`src/rtl/cpu_types_pkg.sv`:
```
// rtl/cpu_types_pkg.sv - Shared decode types, opcode/funct encodings and decode helpers.
package cpu_types_pkg;

    localparam int REG_W = 5;

    typedef logic [REG_W-1:0] regbits_t;
    typedef logic [31:0]      word_t;

    typedef enum logic [5:0] {
        OP_RTYPE = 6'h00, OP_J     = 6'h02, OP_JAL   = 6'h03, OP_BEQ  = 6'h04,
        OP_BNE   = 6'h05, OP_ADDI  = 6'h08, OP_ADDIU = 6'h09, OP_SLTI = 6'h0a,
        OP_SLTIU = 6'h0b, OP_ANDI  = 6'h0c, OP_ORI   = 6'h0d, OP_XORI = 6'h0e,
        OP_LUI   = 6'h0f, OP_LW    = 6'h23, OP_SW    = 6'h2b
    } opcode_t;

    typedef enum logic [5:0] {
        FN_SLL  = 6'h00, FN_SRL  = 6'h02, FN_JR  = 6'h08, FN_ADD = 6'h20,
        FN_ADDU = 6'h21, FN_SUB  = 6'h22, FN_SUBU = 6'h23, FN_AND = 6'h24,
        FN_OR   = 6'h25, FN_XOR  = 6'h26, FN_NOR = 6'h27, FN_SLT = 6'h2a,
        FN_SLTU = 6'h2b
    } funct_t;

    typedef enum logic [3:0] {
        ALU_SLL, ALU_SRL, ALU_ADD, ALU_SUB, ALU_AND,
        ALU_OR, ALU_XOR, ALU_NOR, ALU_SLT, ALU_SLTU
    } aluop_t;

    typedef struct packed {
        aluop_t aluop;
        logic   regdst;
        logic   alusrc;
        logic   memread;
        logic   memwrite;
        logic   memtoreg;
        logic   regwrite;
        logic   beq;
        logic   bne;
        logic   jump;
        logic   link;
        logic   jr;
        logic   illegal;
    } control_t;

    typedef struct packed {
        word_t instr;
        word_t pc;
        word_t npc;
    } fetch_latch_t;

    typedef struct packed {
        word_t pc;
        word_t instr;
    } cpu_tracker_t;

    typedef struct packed {
        logic     valid;
        word_t    pc;
        word_t    npc;
        opcode_t  opcode;
        funct_t   funct;
        regbits_t rs;
        regbits_t rt;
        regbits_t rd;
        logic [4:0] shamt;
        word_t    rdat1;
        word_t    rdat2;
        word_t    imm_ext;
        control_t ctrl;
    } decode_latch_t;

    function automatic word_t ext_imm(input opcode_t op, input logic [15:0] imm);
        case (op)
            OP_ANDI, OP_ORI, OP_XORI: return {16'h0000, imm};
            OP_LUI:                   return {imm, 16'h0000};
            default:                  return {{16{imm[15]}}, imm};
        endcase
    endfunction

    // Anything not recognised leaves an all-zero (nop) bundle with only illegal set.
    function automatic control_t decode_ctrl(input opcode_t op, input funct_t fn);
        control_t c;
        c = '0;
        case (op)
            OP_RTYPE: begin
                c.regdst   = 1'b1;
                c.regwrite = 1'b1;
                case (fn)
                    FN_SLL:          c.aluop = ALU_SLL;
                    FN_SRL:          c.aluop = ALU_SRL;
                    FN_JR:           begin c.jr = 1'b1; c.regwrite = 1'b0; end
                    FN_ADD, FN_ADDU: c.aluop = ALU_ADD;
                    FN_SUB, FN_SUBU: c.aluop = ALU_SUB;
                    FN_AND:          c.aluop = ALU_AND;
                    FN_OR:           c.aluop = ALU_OR;
                    FN_XOR:          c.aluop = ALU_XOR;
                    FN_NOR:          c.aluop = ALU_NOR;
                    FN_SLT:          c.aluop = ALU_SLT;
                    FN_SLTU:         c.aluop = ALU_SLTU;
                    default:         begin c = '0; c.illegal = 1'b1; end
                endcase
            end
            OP_J:    c.jump = 1'b1;
            OP_JAL:  begin c.jump = 1'b1; c.link = 1'b1; c.regwrite = 1'b1; end
            OP_BEQ:  begin c.beq = 1'b1; c.aluop = ALU_SUB; end
            OP_BNE:  begin c.bne = 1'b1; c.aluop = ALU_SUB; end
            OP_ADDI, OP_ADDIU, OP_LUI: begin c.alusrc = 1'b1; c.regwrite = 1'b1; c.aluop = ALU_ADD; end
            OP_SLTI:  begin c.alusrc = 1'b1; c.regwrite = 1'b1; c.aluop = ALU_SLT; end
            OP_SLTIU: begin c.alusrc = 1'b1; c.regwrite = 1'b1; c.aluop = ALU_SLTU; end
            OP_ANDI:  begin c.alusrc = 1'b1; c.regwrite = 1'b1; c.aluop = ALU_AND; end
            OP_ORI:   begin c.alusrc = 1'b1; c.regwrite = 1'b1; c.aluop = ALU_OR; end
            OP_XORI:  begin c.alusrc = 1'b1; c.regwrite = 1'b1; c.aluop = ALU_XOR; end
            OP_LW:    begin c.alusrc = 1'b1; c.regwrite = 1'b1; c.memread = 1'b1; c.memtoreg = 1'b1; c.aluop = ALU_ADD; end
            OP_SW:    begin c.alusrc = 1'b1; c.memwrite = 1'b1; c.aluop = ALU_ADD; end
            default:  c.illegal = 1'b1;
        endcase
        return c;
    endfunction

endpackage

```
`src/rtl/register_file.sv`:
```
// rtl/register_file.sv - NREGS x 32 register file, r0 hardwired to zero.
// DECODE_BYPASS_EN: a same-cycle write is forwarded to the read ports (write-first).
module register_file #(
    parameter int  NREGS = 32,
    localparam int IDX_W = $clog2(NREGS)
) (
    input  logic             CLK,
    input  logic             RST,
    input  logic             wen,
    input  logic [IDX_W-1:0] wsel,
    input  logic [31:0]      wdat,
    input  logic [IDX_W-1:0] rsel1,
    input  logic [IDX_W-1:0] rsel2,
    output logic [31:0]      rdat1,
    output logic [31:0]      rdat2
);

    logic [NREGS-1:0][31:0] regs_q;
    logic [NREGS-1:0][31:0] regs_d;

    always_comb begin
        regs_d = regs_q;
        if (wen && (wsel != '0)) begin
            regs_d[wsel] = wdat;
        end
    end

    always_ff @(posedge CLK or posedge RST) begin
        if (RST) begin
            regs_q <= '0;
        end else begin
            regs_q <= regs_d;
        end
    end

`ifdef DECODE_BYPASS_EN
    assign rdat1 = (rsel1 == '0) ? '0 : (wen && (wsel == rsel1)) ? wdat : regs_q[rsel1];
    assign rdat2 = (rsel2 == '0) ? '0 : (wen && (wsel == rsel2)) ? wdat : regs_q[rsel2];
`else
    assign rdat1 = (rsel1 == '0) ? '0 : regs_q[rsel1];
    assign rdat2 = (rsel2 == '0) ? '0 : regs_q[rsel2];
`endif

endmodule

```
`src/rtl/decode_stage.sv`:
```
// rtl/decode_stage.sv - Instruction decode latch with load-use hazard detection.
// Register file read bypass is selected by DECODE_BYPASS_EN.
module decode_stage
    import cpu_types_pkg::*;
#(
    parameter int NREGS = 32
) (
    input  logic          CLK,
    input  logic          RST,
    input  fetch_latch_t  in,
    input  cpu_tracker_t  track_in,
    input  logic          ihit,
    input  logic          stall,
    input  logic          flush,
    input  logic          ex_memread,
    input  regbits_t      ex_rt,
    input  logic          wb_wen,
    input  regbits_t      wb_wsel,
    input  word_t         wb_wdat,
    output decode_latch_t out,
    output cpu_tracker_t  track_out,
    output logic          hazard_stall
);

    localparam int IDX_W = $clog2(NREGS);

    decode_latch_t out_q, out_d, load_val;
    cpu_tracker_t  track_q, track_d;
    opcode_t       op;
    funct_t        fn;
    regbits_t      rs, rt;
    word_t         rf_rdat1, rf_rdat2;
    logic          reads_rt;
    logic          hazard;

    assign op = opcode_t'(in.instr[31:26]);
    assign fn = funct_t'(in.instr[5:0]);
    assign rs = in.instr[25:21];
    assign rt = in.instr[20:16];

    register_file #(.NREGS(NREGS)) u_rf (
        .CLK   (CLK),
        .RST   (RST),
        .wen   (wb_wen),
        .wsel  (wb_wsel[IDX_W-1:0]),
        .wdat  (wb_wdat),
        .rsel1 (rs[IDX_W-1:0]),
        .rsel2 (rt[IDX_W-1:0]),
        .rdat1 (rf_rdat1),
        .rdat2 (rf_rdat2)
    );

    // Only R-type, branches and stores consume rt as a source operand.
    always_comb begin
        reads_rt = (op == OP_RTYPE) || (op == OP_BEQ) || (op == OP_BNE) || (op == OP_SW);
        hazard   = !flush && ex_memread && (ex_rt != '0) &&
                   ((ex_rt == rs) || (reads_rt && (ex_rt == rt)));
    end

    always_comb begin
        load_val         = '0;
        load_val.valid   = 1'b1;
        load_val.pc      = in.pc;
        load_val.npc     = in.npc;
        load_val.opcode  = op;
        load_val.funct   = fn;
        load_val.rs      = rs;
        load_val.rt      = rt;
        load_val.rd      = in.instr[15:11];
        load_val.shamt   = in.instr[10:6];
        load_val.rdat1   = rf_rdat1;
        load_val.rdat2   = rf_rdat2;
        load_val.imm_ext = ext_imm(op, in.instr[15:0]);
        load_val.ctrl    = decode_ctrl(op, fn);
    end

    always_comb begin
        out_d   = out_q;
        track_d = track_q;
        if (!stall) begin
            if (flush || hazard) begin
                out_d   = '0;
                track_d = '0;
            end else if (ihit) begin
                out_d   = load_val;
                track_d = track_in;
            end
        end
    end

    always_ff @(posedge CLK or posedge RST) begin
        if (RST) begin
            out_q   <= '0;
            track_q <= '0;
        end else begin
            out_q   <= out_d;
            track_q <= track_d;
        end
    end

    assign out          = out_q;
    assign track_out    = track_q;
    assign hazard_stall = hazard;

endmodule

```
`config.mk`:
```
export PLATFORM = sky130hd
export DESIGN_NAME = decode_stage
export DESIGN_NICKNAME = d
export VERILOG_FILES = /design/src/rtl/cpu_types_pkg.sv /design/src/rtl/register_file.sv /design/src/rtl/decode_stage.sv
export SDC_FILE = /design/constraint.sdc
export NUM_CORES = 2
export LEC_CHECK = 0
export BUFFER_PORTS_ARGS = -buffer_cell sky130_fd_sc_hd__buf_2
export CAP_MARGIN = 20
export CELL_PAD_IN_SITES_DETAIL_PLACEMENT = 1
export CELL_PAD_IN_SITES_GLOBAL_PLACEMENT = 1
export CORE_MARGIN = 2
export CORE_UTILIZATION = 56
export CTS_BUF_LIST = sky130_fd_sc_hd__clkbuf_4
export CTS_CLUSTER_DIAMETER = 50
export DETAILED_ROUTE_END_ITERATION = 6
export PLACE_DENSITY_LB_ADDON = 0.1
export RECOVER_POWER = 50
export SLEW_MARGIN = 10
export SYNTH_ARGS = -nofsm -noshare
export SYNTH_HDL_FRONTEND = slang
export SYNTH_SLANG_ARGS = --single-unit
```
`constraint.sdc`:
```
create_clock -name CLK -period 77.7 [get_ports CLK]
set_clock_uncertainty 0.1 [all_clocks]
set_input_delay 15.54 -clock CLK [delete_from_list [all_inputs] [get_ports CLK]]
set_output_delay 15.54 -clock CLK [all_outputs]
set_load 0.1 [all_outputs]
```
==> reports/qor.yml <==
synthesis:
  ys_ff_latch: 1296
  synth_nets: 4769
  yosysSeqAreaShare_pct: 50.5
  synth_cell_types: 55
  ys.flop_type: "dfrtp_1"
  ys_top_cells_by_area: "dfrtp_1 (51%), mux2_2 (18%), mux4_2 (11%)"
  yosys.area.top_type: "dfrtp_1"
  avgSynthCellArea_um2: 14.1
  synth.top_cell.area_share_pct: 50.5
  synth_edf_count: 0
  netlist_area_mm2: 0.0642
  yosys_warnings: 0
  async_flop_share_pct: 100
  syn_inst: 4560
setup_path:
  crit_required_ns: 62.06
  rr_startpoint: "u_rf.regs_q[496]"
  critPathCaptureType: "output pin"
  critPathArrivalTime_ns: 21.09
  rr_worst_depth: 5
  crit_path_end: "hazard_stall"
  worstSetupStartpoint: "in[85]"
  path_class: "in2out"
  startpoint_type: "input pin"
  r2r_end: "out[64]"
  critical_path.max_fanout: 66
  r2r_slack_ns: 75.09
routing:
  drtIter0Drc: 4235
  via_per_inst: 6.76
  first_pass_iters: 7
  antenna_left: 0
  routedWlPerCell_um: 32.4
  finalWirelength_um: 220000
  num_vias: 45800
  drc: 0
power:
  total_power_mw: 1.90
  cellPowerDensity_mw_per_mm2: 26.6
  peakVddDrop_v: 0.0000152
  p_leak_nw: 33.5
place:
  gp_congestion: 0.844
  portBuffers: 482
  dpl_cell_area_mm2: 0.0674
  dp.cells: 6137
  detailed_place_hpwl_um: 120000
final_layout:
  drive_gt1_share_pct: 46.3
  nets: 5202
  fin_cells: 6777
  postLayoutCoreUtil_pct: 62.8
  finish.instance_area_mm2: 0.0716
  synthToLayoutAreaGrowth_pct: 11.6
die:
  ioPinCount: 483
  initial_core_util_pct: 56.3
  die_area_mm2: 0.117
  dieWidth_um: 343
  rows: 124
  design.core.area_mm2: 0.114
  die_h_um: 343
grt:
  antenna_found_initial: 23
  grt_pass1_wl_um: 324000
  grt_pass1_vias: 48300
  grt-ovfl-total: 0
  grt_use_total_pct: 37.5
  grt_max_degree: 187
clock_network:
  hold_buffers: 0
  clk_pin_slew_worst_paths_ns: 0.06
  clock-sinks: 1296
  clock_tree.buffer_depth: 4
  ctsResizeCount: 0
  insertion_delay_ns: 1.30
  htree_levels: 5
  cts_setup_buffers: 0
  cts_made_buffers: 365
  clockRootBuffer: "clkbuf_4"
  cts_tree: "built"
sta:
  fmax_ghz: 0.0272
  tightest_slew_ns: 8.82
  period_needed_ns: 36.73
  rsz0062_at_grt: "no"
  fin_setup_tns_ns: 0
  hold_viol: 0
  maxSlewViolCount: 1728
  maxSlewHeadroom_pct: -488
  period_share_pct: 47.3
  setup_violations: 0
run_status:
  status: "finished with violations"
  violations: "capacitance limit, slew limit"
hold_path:
  hold_path.class: "reg2reg"
flow_run:
  cap_violations: 42
[worst min path at each step]
| stage | startpoint | end | slack (ns) | depth (start not counted) |
|---|---|---|---|---|
| 6_report | u_rf.regs_q[31] | u_rf.regs_q[31] | 0.30 | 0 |
| 2_1_floorplan | u_rf.regs_q[0] | u_rf.regs_q[0] | 0.35 | 1 |
| 3_3_place_gp | u_rf.regs_q[12] | u_rf.regs_q[12] | 0.28 | 0 |
| 4_1_cts | u_rf.regs_q[12] | u_rf.regs_q[12] | 0.30 | 0 |
| 5_1_grt | u_rf.regs_q[24] | u_rf.regs_q[24] | 0.32 | 0 |
| 3_5_place_dp | u_rf.regs_q[12] | u_rf.regs_q[12] | 0.29 | 0 |
[metal layers]
metal	track usage (%)	share of wire [%]	vias up
li1	-	-	18600
met1	50.1	40	24500
met2	59.3	47	2129
met3	7.85	7.9	575
met4	16.8	4.3	18
met5	0	0.043	-
[cell usage in the layout, fill, tap and decap left out, types with 9 or more instances in the layout]
master / Yosys / final
a2111oi_0: 19 / 19
a211oi_1: 34 / 34
a21oi_1: 85 / 84
a221oi_1: 17 / 17
a22o_1: 239 / 239
a22oi_1: 151 / 151
a32o_1: 31 / 31
a32oi_1: 18 / 18
buf_2: 95 / 472
buf_4: 6 / 47
clkbuf_1: 310 / 36
clkbuf_4: 0 / 538
clkinv_1: 0 / 67
clkinv_2: 0 / 12
dfrtp_1: 1296 / 1296
diode_2: 0 / 15
mux2_2: 998 / 993
mux2i_1: 417 / 417
mux4_2: 309 / 309
nand2_1: 88 / 76
nand2_2: 1 / 13
nand2b_1: 25 / 24
nand3_1: 43 / 43
nand4_1: 14 / 14
nor2_1: 58 / 48
nor2_4: 0 / 10
nor2b_1: 31 / 26
nor3_1: 10 / 10
o21ai_0: 20 / 20
o221ai_1: 35 / 35
o22ai_1: 36 / 36
o2bb2ai_1: 20 / 20
xnor2_1: 9 / 9
[per-stage QoR]
| stage | hold slack (ns) | worst slack [ns] |
|---|---|---|
| 6_report | 0.302 | 40.97 |
| 5_1_grt | 0.315 | 40.58 |
| 3_3_place_gp | 0.280 | 44.58 |
| 2_1_floorplan | 0.345 | 25.53 |
| 3_5_place_dp | 0.287 | 44.55 |
| 4_1_cts | 0.301 | 44.54 |
[report_power, final]
group	switching [mW]	internal, mW
clock network	0.295	0.322
registers	0.0858	0.786
logic	0.228	0.187
[cell usage after synthesis, types with 4 or more instances]
| library cell | count |
|---|---|
| buf_2 | 95 |
| nand4_1 | 14 |
| o21ai_0 | 20 |
| o2bb2ai_1 | 20 |
| a32oi_1 | 18 |
| dfrtp_1 | 1296 |
| inv_1 | 9 |
| xnor2_1 | 9 |
| buf_4 | 6 |
| a22oi_1 | 151 |
| nand3b_1 | 4 |
| nand3_1 | 43 |
| mux4_2 | 309 |
| a2111oi_0 | 19 |
| o221ai_1 | 35 |
| o22ai_1 | 36 |
| mux2i_1 | 417 |
| a22o_1 | 239 |
| a211oi_1 | 34 |
| mux2_2 | 998 |
| nor2_1 | 58 |
| a21oi_1 | 85 |
| nand2_1 | 88 |
| clkbuf_1 | 310 |
| nor3_1 | 10 |
| nand2b_1 | 25 |
| a221oi_1 | 17 |
| a32o_1 | 31 |
| nor2b_1 | 31 |
| buf_6 | 18 |
| buf_1 | 72 |
[area by class of cell]
class	instances	area (um^2)
Antenna cell	15	37.5
Clock buffer	538	4040
Clock inverter	86	394
Fill cell	11000	42400
Inverter	9	35.0
Multi-Input combinational cell	2754	29800
Sequential cell	1296	32400
Tap cell	1512	1890
Timing Repair Buffer	567	3060
[flip-flops by register name, summed over array words and instances, names as in the netlist]
signal	cells
track_out	64
out	208
u_rf.regs_q	1024
[cells by family after synthesis]
group           share of synthesized area, %
compound gates                          8.77
xor+xnor                               0.150
buf+inv                                 3.41
flops                                   50.5
mux                                     34.9
simple gates                            2.27
[critical path, cell delays in order]
cell and delay [ns]:
clkbuf_1 3.95, xnor2_1 0.31, nand3_1 0.16, or4_1 0.49, nand2_2 0.15, buf_2 0.44
No activity file was read; power rests on OpenSTA's default activity.
